## src/rtl/spi_master_pkg.sv

```systemverilog
// Shared constants for the SPI master: frame width default and FSM state encoding.
// Optional full-duplex receive path is enabled by defining SPI_MISO_EN.
package spi_master_pkg;

    localparam int SPI_DW_DEFAULT = 8;

    localparam logic [1:0] SPI_IDLE = 2'd0;
    localparam logic [1:0] SPI_LOW  = 2'd1;
    localparam logic [1:0] SPI_HIGH = 2'd2;
    localparam logic [1:0] SPI_HOLD = 2'd3;

endpackage

```

## src/rtl/spi_master_if.sv

```systemverilog
// Host-side start/busy/done handshake of the SPI master.
// With SPI_MISO_EN defined the received word is carried here as well.
interface spi_master_if
    import spi_master_pkg::*;
#(
    parameter int DW = SPI_DW_DEFAULT
);

    logic          start;
    logic [DW-1:0] data_in;
    logic          busy;
    logic          done;

`ifdef SPI_MISO_EN
    logic [DW-1:0] data_out;

    modport master (output start, output data_in, input busy, input done, input data_out);
    modport slave  (input start, input data_in, output busy, output done, output data_out);
`else
    modport master (output start, output data_in, input busy, input done);
    modport slave  (input start, input data_in, output busy, output done);
`endif

endinterface

```

## src/rtl/spi_master_shreg.sv

```systemverilog
// DW-bit shift register with parallel load (priority), shift-left and serial-in LSB.
// Used for the transmit word and, when SPI_MISO_EN is defined, the receive word.
module spi_master_shreg
    import spi_master_pkg::*;
#(
    parameter int DW = SPI_DW_DEFAULT
)
(
    input  logic          clk,
    input  logic          rstn,
    input  logic          load,
    input  logic          shift,
    input  logic          sin,
    input  logic [DW-1:0] din,
    output logic [DW-1:0] q
);

    logic [DW-1:0] sh_q;
    logic [DW-1:0] sh_d;

    // Next-state: load wins over shift, otherwise hold.
    always_comb begin
        sh_d = sh_q;
        if (load) begin
            sh_d = din;
        end else if (shift) begin
            sh_d = {sh_q[DW-2:0], sin};
        end else begin
            sh_d = sh_q;
        end
    end

    // Shift register state.
    always_ff @(posedge clk or negedge rstn) begin
        if (!rstn) begin
            sh_q <= {DW{1'b0}};
        end else begin
            sh_q <= sh_d;
        end
    end

    assign q = sh_q;

endmodule

```

## src/rtl/spi_master.sv

```systemverilog
// Byte-oriented SPI mode-0 master advanced one half SCLK period per divider tick.
// Define SPI_MISO_EN for full duplex (miso input, data_out on the host interface).
module spi_master
    import spi_master_pkg::*;
#(
    parameter int DW = SPI_DW_DEFAULT
)
(
    input  logic         clk,
    input  logic         rstn,
    input  logic         tick,
    spi_master_if.slave  host,
    output logic         sclk,
    output logic         mosi,
    output logic         cs_n
`ifdef SPI_MISO_EN
    ,
    input  logic         miso
`endif
);

    localparam int CW = $clog2(DW);

    logic [1:0]    state_q, state_d;
    logic [CW-1:0] cnt_q, cnt_d;
    logic          sclk_q, sclk_d;
    logic          cs_n_q, cs_n_d;
    logic          busy_q, busy_d;
    logic          done_q, done_d;

    logic          tx_load_s;
    logic          tx_shift_s;
    logic [DW-1:0] tx_din_s;
    logic [DW-1:0] tx_s;

    // FSM next-state and output decode; non-IDLE states only move on tick.
    always_comb begin
        state_d    = state_q;
        cnt_d      = cnt_q;
        sclk_d     = sclk_q;
        cs_n_d     = cs_n_q;
        busy_d     = busy_q;
        done_d     = 1'b0;
        tx_load_s  = 1'b0;
        tx_shift_s = 1'b0;
        tx_din_s   = host.data_in;
        case (state_q)
            SPI_IDLE: begin
                if (host.start) begin
                    tx_load_s = 1'b1;
                    cnt_d     = {CW{1'b0}};
                    busy_d    = 1'b1;
                    cs_n_d    = 1'b0;
                    state_d   = SPI_LOW;
                end else begin
                    state_d = SPI_IDLE;
                end
            end
            SPI_LOW: begin
                if (tick) begin
                    sclk_d  = 1'b1;
                    state_d = SPI_HIGH;
                end else begin
                    state_d = SPI_LOW;
                end
            end
            SPI_HIGH: begin
                if (tick) begin
                    sclk_d = 1'b0;
                    if (cnt_q == CW'(DW - 1)) begin
                        state_d = SPI_HOLD;
                    end else begin
                        tx_shift_s = 1'b1;
                        cnt_d      = cnt_q + CW'(1);
                        state_d    = SPI_LOW;
                    end
                end else begin
                    state_d = SPI_HIGH;
                end
            end
            SPI_HOLD: begin
                if (tick) begin
                    // Clearing the transmit register returns mosi to 0.
                    tx_load_s = 1'b1;
                    tx_din_s  = {DW{1'b0}};
                    cs_n_d    = 1'b1;
                    busy_d    = 1'b0;
                    done_d    = 1'b1;
                    state_d   = SPI_IDLE;
                end else begin
                    state_d = SPI_HOLD;
                end
            end
            default: begin
                tx_load_s = 1'b1;
                tx_din_s  = {DW{1'b0}};
                sclk_d    = 1'b0;
                cs_n_d    = 1'b1;
                busy_d    = 1'b0;
                state_d   = SPI_IDLE;
            end
        endcase
    end

    // FSM and output registers.
    always_ff @(posedge clk or negedge rstn) begin
        if (!rstn) begin
            state_q <= SPI_IDLE;
            cnt_q   <= {CW{1'b0}};
            sclk_q  <= 1'b0;
            cs_n_q  <= 1'b1;
            busy_q  <= 1'b0;
            done_q  <= 1'b0;
        end else begin
            state_q <= state_d;
            cnt_q   <= cnt_d;
            sclk_q  <= sclk_d;
            cs_n_q  <= cs_n_d;
            busy_q  <= busy_d;
            done_q  <= done_d;
        end
    end

    // The MSB of the transmit register is the mosi flop itself.
    spi_master_shreg #(.DW(DW)) u_tx (
        .clk   (clk),
        .rstn  (rstn),
        .load  (tx_load_s),
        .shift (tx_shift_s),
        .sin   (1'b0),
        .din   (tx_din_s),
        .q     (tx_s)
    );

    assign sclk      = sclk_q;
    assign mosi      = tx_s[DW-1];
    assign cs_n      = cs_n_q;
    assign host.busy = busy_q;
    assign host.done = done_q;

`ifdef SPI_MISO_EN
    logic          rx_load_s;
    logic          rx_shift_s;
    logic          frame_end_s;
    logic [DW-1:0] rx_s;
    logic [DW-1:0] data_out_q, data_out_d;

    assign rx_load_s   = (state_q == SPI_IDLE) && host.start;
    assign rx_shift_s  = (state_q == SPI_LOW)  && tick;
    assign frame_end_s = (state_q == SPI_HOLD) && tick;

    spi_master_shreg #(.DW(DW)) u_rx (
        .clk   (clk),
        .rstn  (rstn),
        .load  (rx_load_s),
        .shift (rx_shift_s),
        .sin   (miso),
        .din   ({DW{1'b0}}),
        .q     (rx_s)
    );

    // Received word is published only on the done cycle.
    always_comb begin
        if (frame_end_s) begin
            data_out_d = rx_s;
        end else begin
            data_out_d = data_out_q;
        end
    end

    // Received word register.
    always_ff @(posedge clk or negedge rstn) begin
        if (!rstn) begin
            data_out_q <= {DW{1'b0}};
        end else begin
            data_out_q <= data_out_d;
        end
    end

    assign host.data_out = data_out_q;
`endif

endmodule

```

## src/flat_wrapper.sv

```systemverilog
// flat-port wrapper written by rule: the top's interface ports become plain ports
module spi_master_flat import spi_master_pkg::*;
#(
    parameter int DW = SPI_DW_DEFAULT
)
  (clk, rstn, tick, sclk, mosi, cs_n, host_start, host_data_in, host_busy, host_done);
  spi_master_if #(.DW(DW)) host_i ();
  input  logic clk;
  input  logic rstn;
  input  logic tick;
  output logic sclk;
  output logic mosi;
  output logic cs_n;
  input wire logic [$bits(host_i.start)-1:0] host_start;
  input wire logic [$bits(host_i.data_in)-1:0] host_data_in;
  output wire logic [$bits(host_i.busy)-1:0] host_busy;
  output wire logic [$bits(host_i.done)-1:0] host_done;
  assign host_i.start = host_start;
  assign host_i.data_in = host_data_in;
  assign host_busy = host_i.busy;
  assign host_done = host_i.done;
  spi_master #(.DW(DW)) u_core (.clk(clk), .rstn(rstn), .tick(tick), .host(host_i), .sclk(sclk), .mosi(mosi), .cs_n(cs_n));
endmodule
```

## config.mk

```make
export PLATFORM = sky130hd
export DESIGN_NAME = spi_master_flat
export DESIGN_NICKNAME = d
export VERILOG_FILES = /design/src/rtl/spi_master_pkg.sv /design/src/rtl/spi_master_if.sv /design/src/rtl/spi_master_shreg.sv /design/src/rtl/spi_master.sv /design/src/flat_wrapper.sv
export SDC_FILE = /design/constraint.sdc
export NUM_CORES = 1
export LEC_CHECK = 0
export ABC_CLOCK_PERIOD_IN_PS = 2100
export CAP_MARGIN = 20
export CORE_UTILIZATION = 50
export DETAILED_ROUTE_END_ITERATION = 10
export GPL_TIMING_DRIVEN = 0
export PLACE_DENSITY = 0.78
export SYNTH_ARGS = -nofsm -noshare
export SYNTH_HDL_FRONTEND = slang
export SYNTH_SLANG_ARGS = --single-unit
```

## constraint.sdc

```tcl
create_clock -name clk -period 2.1 [get_ports clk]
set_input_delay 0.42 -clock clk [delete_from_list [all_inputs] [get_ports clk]]
set_output_delay 0.42 -clock clk [all_outputs]
set_load 0.05 [all_outputs]
```

==> flow_results.org <==
** Synthesis
- For this run, the leading register cell type out of synthesis is sky130_fd_sc_hd__dfrtp_1.
- Proportion of synthesized flip-flops having asynchronous set or reset :: 100%
- Most frequently used cell type in the post-synthesis netlist :: sky130_fd_sc_hd__dfrtp_1
- The top cell type by area accounts for 41.0% of the synthesized area.
- The synthesized netlist contains 28 unique library cells.
- Total of flip-flops plus latches after synthesis :: 17
- Synthesized net count :: 115
- Yosys warns :: 0
- Synthesis produced a netlist whose cell count is 97.
- Top cell type by total area after synthesis :: sky130_fd_sc_hd__dfrtp_1
- Sorting the synthesized cells by how often they occur yields sky130_fd_sc_hd__dfrtp_1, sky130_fd_sc_hd__o21ai_0, sky130_fd_sc_hd__nand3_1.
- Number of synthesized flops with an enable pin :: 0
- Synthesized area :: 977 um^2
- Of the synthesized area, sequential elements account for 43.7%.
- Synth Area per Inst :: 10.1 um^2
- By area the synthesized netlist is led by sky130_fd_sc_hd__dfrtp_1, sky130_fd_sc_hd__ha_1, sky130_fd_sc_hd__mux2i_1, sky130_fd_sc_hd__o21ai_0, sky130_fd_sc_hd__nand3_1.

** Floorplan
- The floorplan step defined a core boundary enclosing 1780 um^2.
- Area enclosed by the die boundary :: 2140 um^2
- In this run the horizontal extent of the chip is 46.2 um.
- Measured along the y axis, the die boundary spans 46.2 um.
- Row count :: 15
- The initial utilization of the core area, before any placement, comes to 54.8%.
- I/O Pins :: 17

** Pwr
- Power spread over the standard cell area amounts to 1160 nW/um^2.
- Power consumption :: 1.39 mW
- Worst supply voltage drop on vdd :: 0.680 mV
- In this run the static leakage power is 0.587 nW.

** STA
- Final critical-path share of the clock period :: 89.9%
- Fmax :: 529 MHz
- Time the worst path needs with I/O delays and setup :: 1.89 ns
- The worst path meets setup with 0.211 ns of slack.
- Final-report hold violation count :: 0
- Setup Viol. Count Final :: 0
- Slew of the pin with the lowest slew margin :: 0.772 ns
- Total Negative Setup Slacks :: 0 ns
- Setup repair after global routing left no endpoint under its margin.
- Headroom to the max-slew limit came out at 48.4%.
- On the final layout, the worst clock skew is 0.00132 ns.
- The count of final max-slew check failures came to 0.
- Hold timing on the final database bottoms out at a slack of 0.520 ns.

** Cells and area
- From synthesis to final layout, the design area changed by 22.5%.
- 0 antenna diodes ended up in the layout.
- Final-layout fill cell count :: 160
- Finished Core Util :: 67.2%
- Proportion of layout cells with a drive suffix above 1 :: 12.8%
- For this run, the post-layout net count is 136.

** Run
- Max-cap violation count :: 0

** Setup path
- By startpoint and endpoint, the worst setup path is classified as register to output port.
- CP delay by family, top :: buffers and inverters
- On the worst path, the slowest cell contributes a delay of 0.81 ns.
- Critical Path Source Type :: register
- Of all nets on the critical path, the largest fanout is 3.
- Critical Path, Cell by Cell :: clkdlybuf4s50_1
- CP required :: 1.68 ns
- For this design, the slowest cell found on the critical path is sky130_fd_sc_hd__clkdlybuf4s50_1.
- Data arrives at the worst endpoint at 1.47 ns.
- Worst setup EP type :: output port
- The number of buffers and inverters on the critical path is 1.

** Global route
- Total gr overflow :: 0
- First-pass GRT wire length :: 3080 um
- Entering global routing, the biggest net connects 18 pins.
- The number of global-route vias before repair is 681.
- Number of antenna violations at the first check in global routing :: 0
- Total global routing track utilization :: 20.7%

** Clocking
- In this run the number of H-tree levels came out at 1.
- Clock network latency to the later pin of the worst-skew pair :: 0.29 ns
- CTS placed an instance of sky130_fd_sc_hd__clkbuf_4 at the clock tree root.
- Post-CTS clock slew at the launch and capture registers of the worst setup and hold paths :: 0.10 ns
- TritonCTS built the clock tree.
- Clock Path Buffers :: 2
- CTS hold repair buffers :: 0
- Buffers added to address setup during post-CTS repair amount to 0.
- Buffers inserted during clock tree synthesis total 3.
- Post-CTS Resized :: 0
- The clock net in this run drives a total of 17 sinks.

** Detailed routing
- Summing over every cut layer, the via total after detailed routing is 779.
- For this run, design rule violations remaining after detail routing come to 0.
- Before antenna repair, the detailed router went through 4 iterations.
- Summed over all layers, the routed wires come to 1840 um.
- In this run the remaining antenna-violating nets after routing total 0.
- Initial DRC count :: 6
- Routed wire length per instance :: 13.0 um
- Using the TritonRoute via totals, the vias-per-cell ratio works out to 5.49.

** Outcome
- The run finished with clean final reports.

** Placed design
- Detail Placement HPWL :: 1300 um
- Setup slack after placement :: 0.225 ns
- Weighted congestion reported at the end of routability-driven placement :: 0.770
- During placement, the flow inserted port buffers numbering 16.

** Worst hold path
- Class of the most critical hold timing path :: register to register
-- layer usage --
| metal | global-route usage [%] | share of wire (%) |
|---|---|---|
| met3 | 5.88 | 4.2 |
| met5 | 0 | 0 |
| met1 | 28.9 | 48 |
| met2 | 30.4 | 47 |
| met4 | 7.06 | 0.92 |
-- per-stage QoR --
stage | area [um^2] | std cells
6_report | 1200 | 142
5_1_grt | 1200 | 142
4_1_cts | 1190 | 142
3_5_place_dp | 1170 | 138
3_3_place_gp | 1170 | 138
2_1_floorplan | 977 | 97
-- state kept, by name, summed over array words and instances (netlist names) --
register and flops:
u_core.host.done 1, u_core.state_q 2, u_core.cs_n 1, u_core.u_tx.q 8
u_core.sclk 1, u_core.host.busy 1, u_core.cnt_q 3
-- layout make-up --
class	count	area (um^2)	share of cell area [%]
well taps	25	31.3	2.61
inverters	3	11.3	0.940
flip-flops and latches	17	427	35.6
clock buffers	4	26.3	2.19
multi-input cells	73	494	41.3
plain buffers	4	45.0	3.76
repair buffers	16	163	13.6
-- kinds of logic (layout without fill, tap and decap cells) --
kind of cell	Yosys count	count (layout)	share of synthesized area [%]
fa+ha+maj	6	6	7.68
compound gates	25	25	14.7
simple gates	35	35	21.0
mux	7	7	7.17
buf+inv	7	27	5.76
flops	17	17	43.7
-- worst paths after layout --
check	to	cells after the start	slack [ns]	startpoint
worst min register to register	u_core.host.busy	2	0.52	u_core.host.busy
min in group asynchronous	u_core.cnt_q[2]	1	0.57	rstn
worst min-delay path	u_core.host.busy	2	0.52	u_core.host.busy
worst max-delay path	host_busy	1	0.21	u_core.host.busy
max in group asynchronous	u_core.u_tx.q[7]	1	1.05	rstn
worst max register to register	u_core.cnt_q[0]	5	0.42	u_core.cnt_q[0]
-- where the power goes --
group	internal (mW)	switching (mW)
clock	0.0739	0.106
combinational	0.292	0.400
sequential	0.446	0.0690
-- placed cells by master (no fill, tap or decap), drive strengths merged --
| cell type | synthesis | routed |
|---|---|---|
| a211oi | 1 | 1 |
| a21oi | 8 | 8 |
| a22o | 1 | 1 |
| a31oi | 1 | 1 |
| and2 | 1 | 1 |
| and2b | 1 | 1 |
| and3 | 1 | 1 |
| buf | 4 | 4 |
| clkbuf | 0 | 4 |
| clkdlybuf4s50 | 0 | 15 |
| dfrtp | 16 | 16 |
| dfstp | 1 | 1 |
| dlymetal6s2s | 0 | 1 |
| ha | 6 | 6 |
| inv | 3 | 3 |
| mux2i | 7 | 7 |
| nand2 | 9 | 9 |
| nand2b | 2 | 2 |
| nand3 | 11 | 11 |
| nand4 | 1 | 1 |
| nor2 | 4 | 4 |
| nor2b | 2 | 2 |
| nor3 | 1 | 1 |
| nor3b | 1 | 1 |
| o21ai | 14 | 14 |
| or4b | 1 | 1 |
Note: power is estimated with default switching activity, not from simulation.
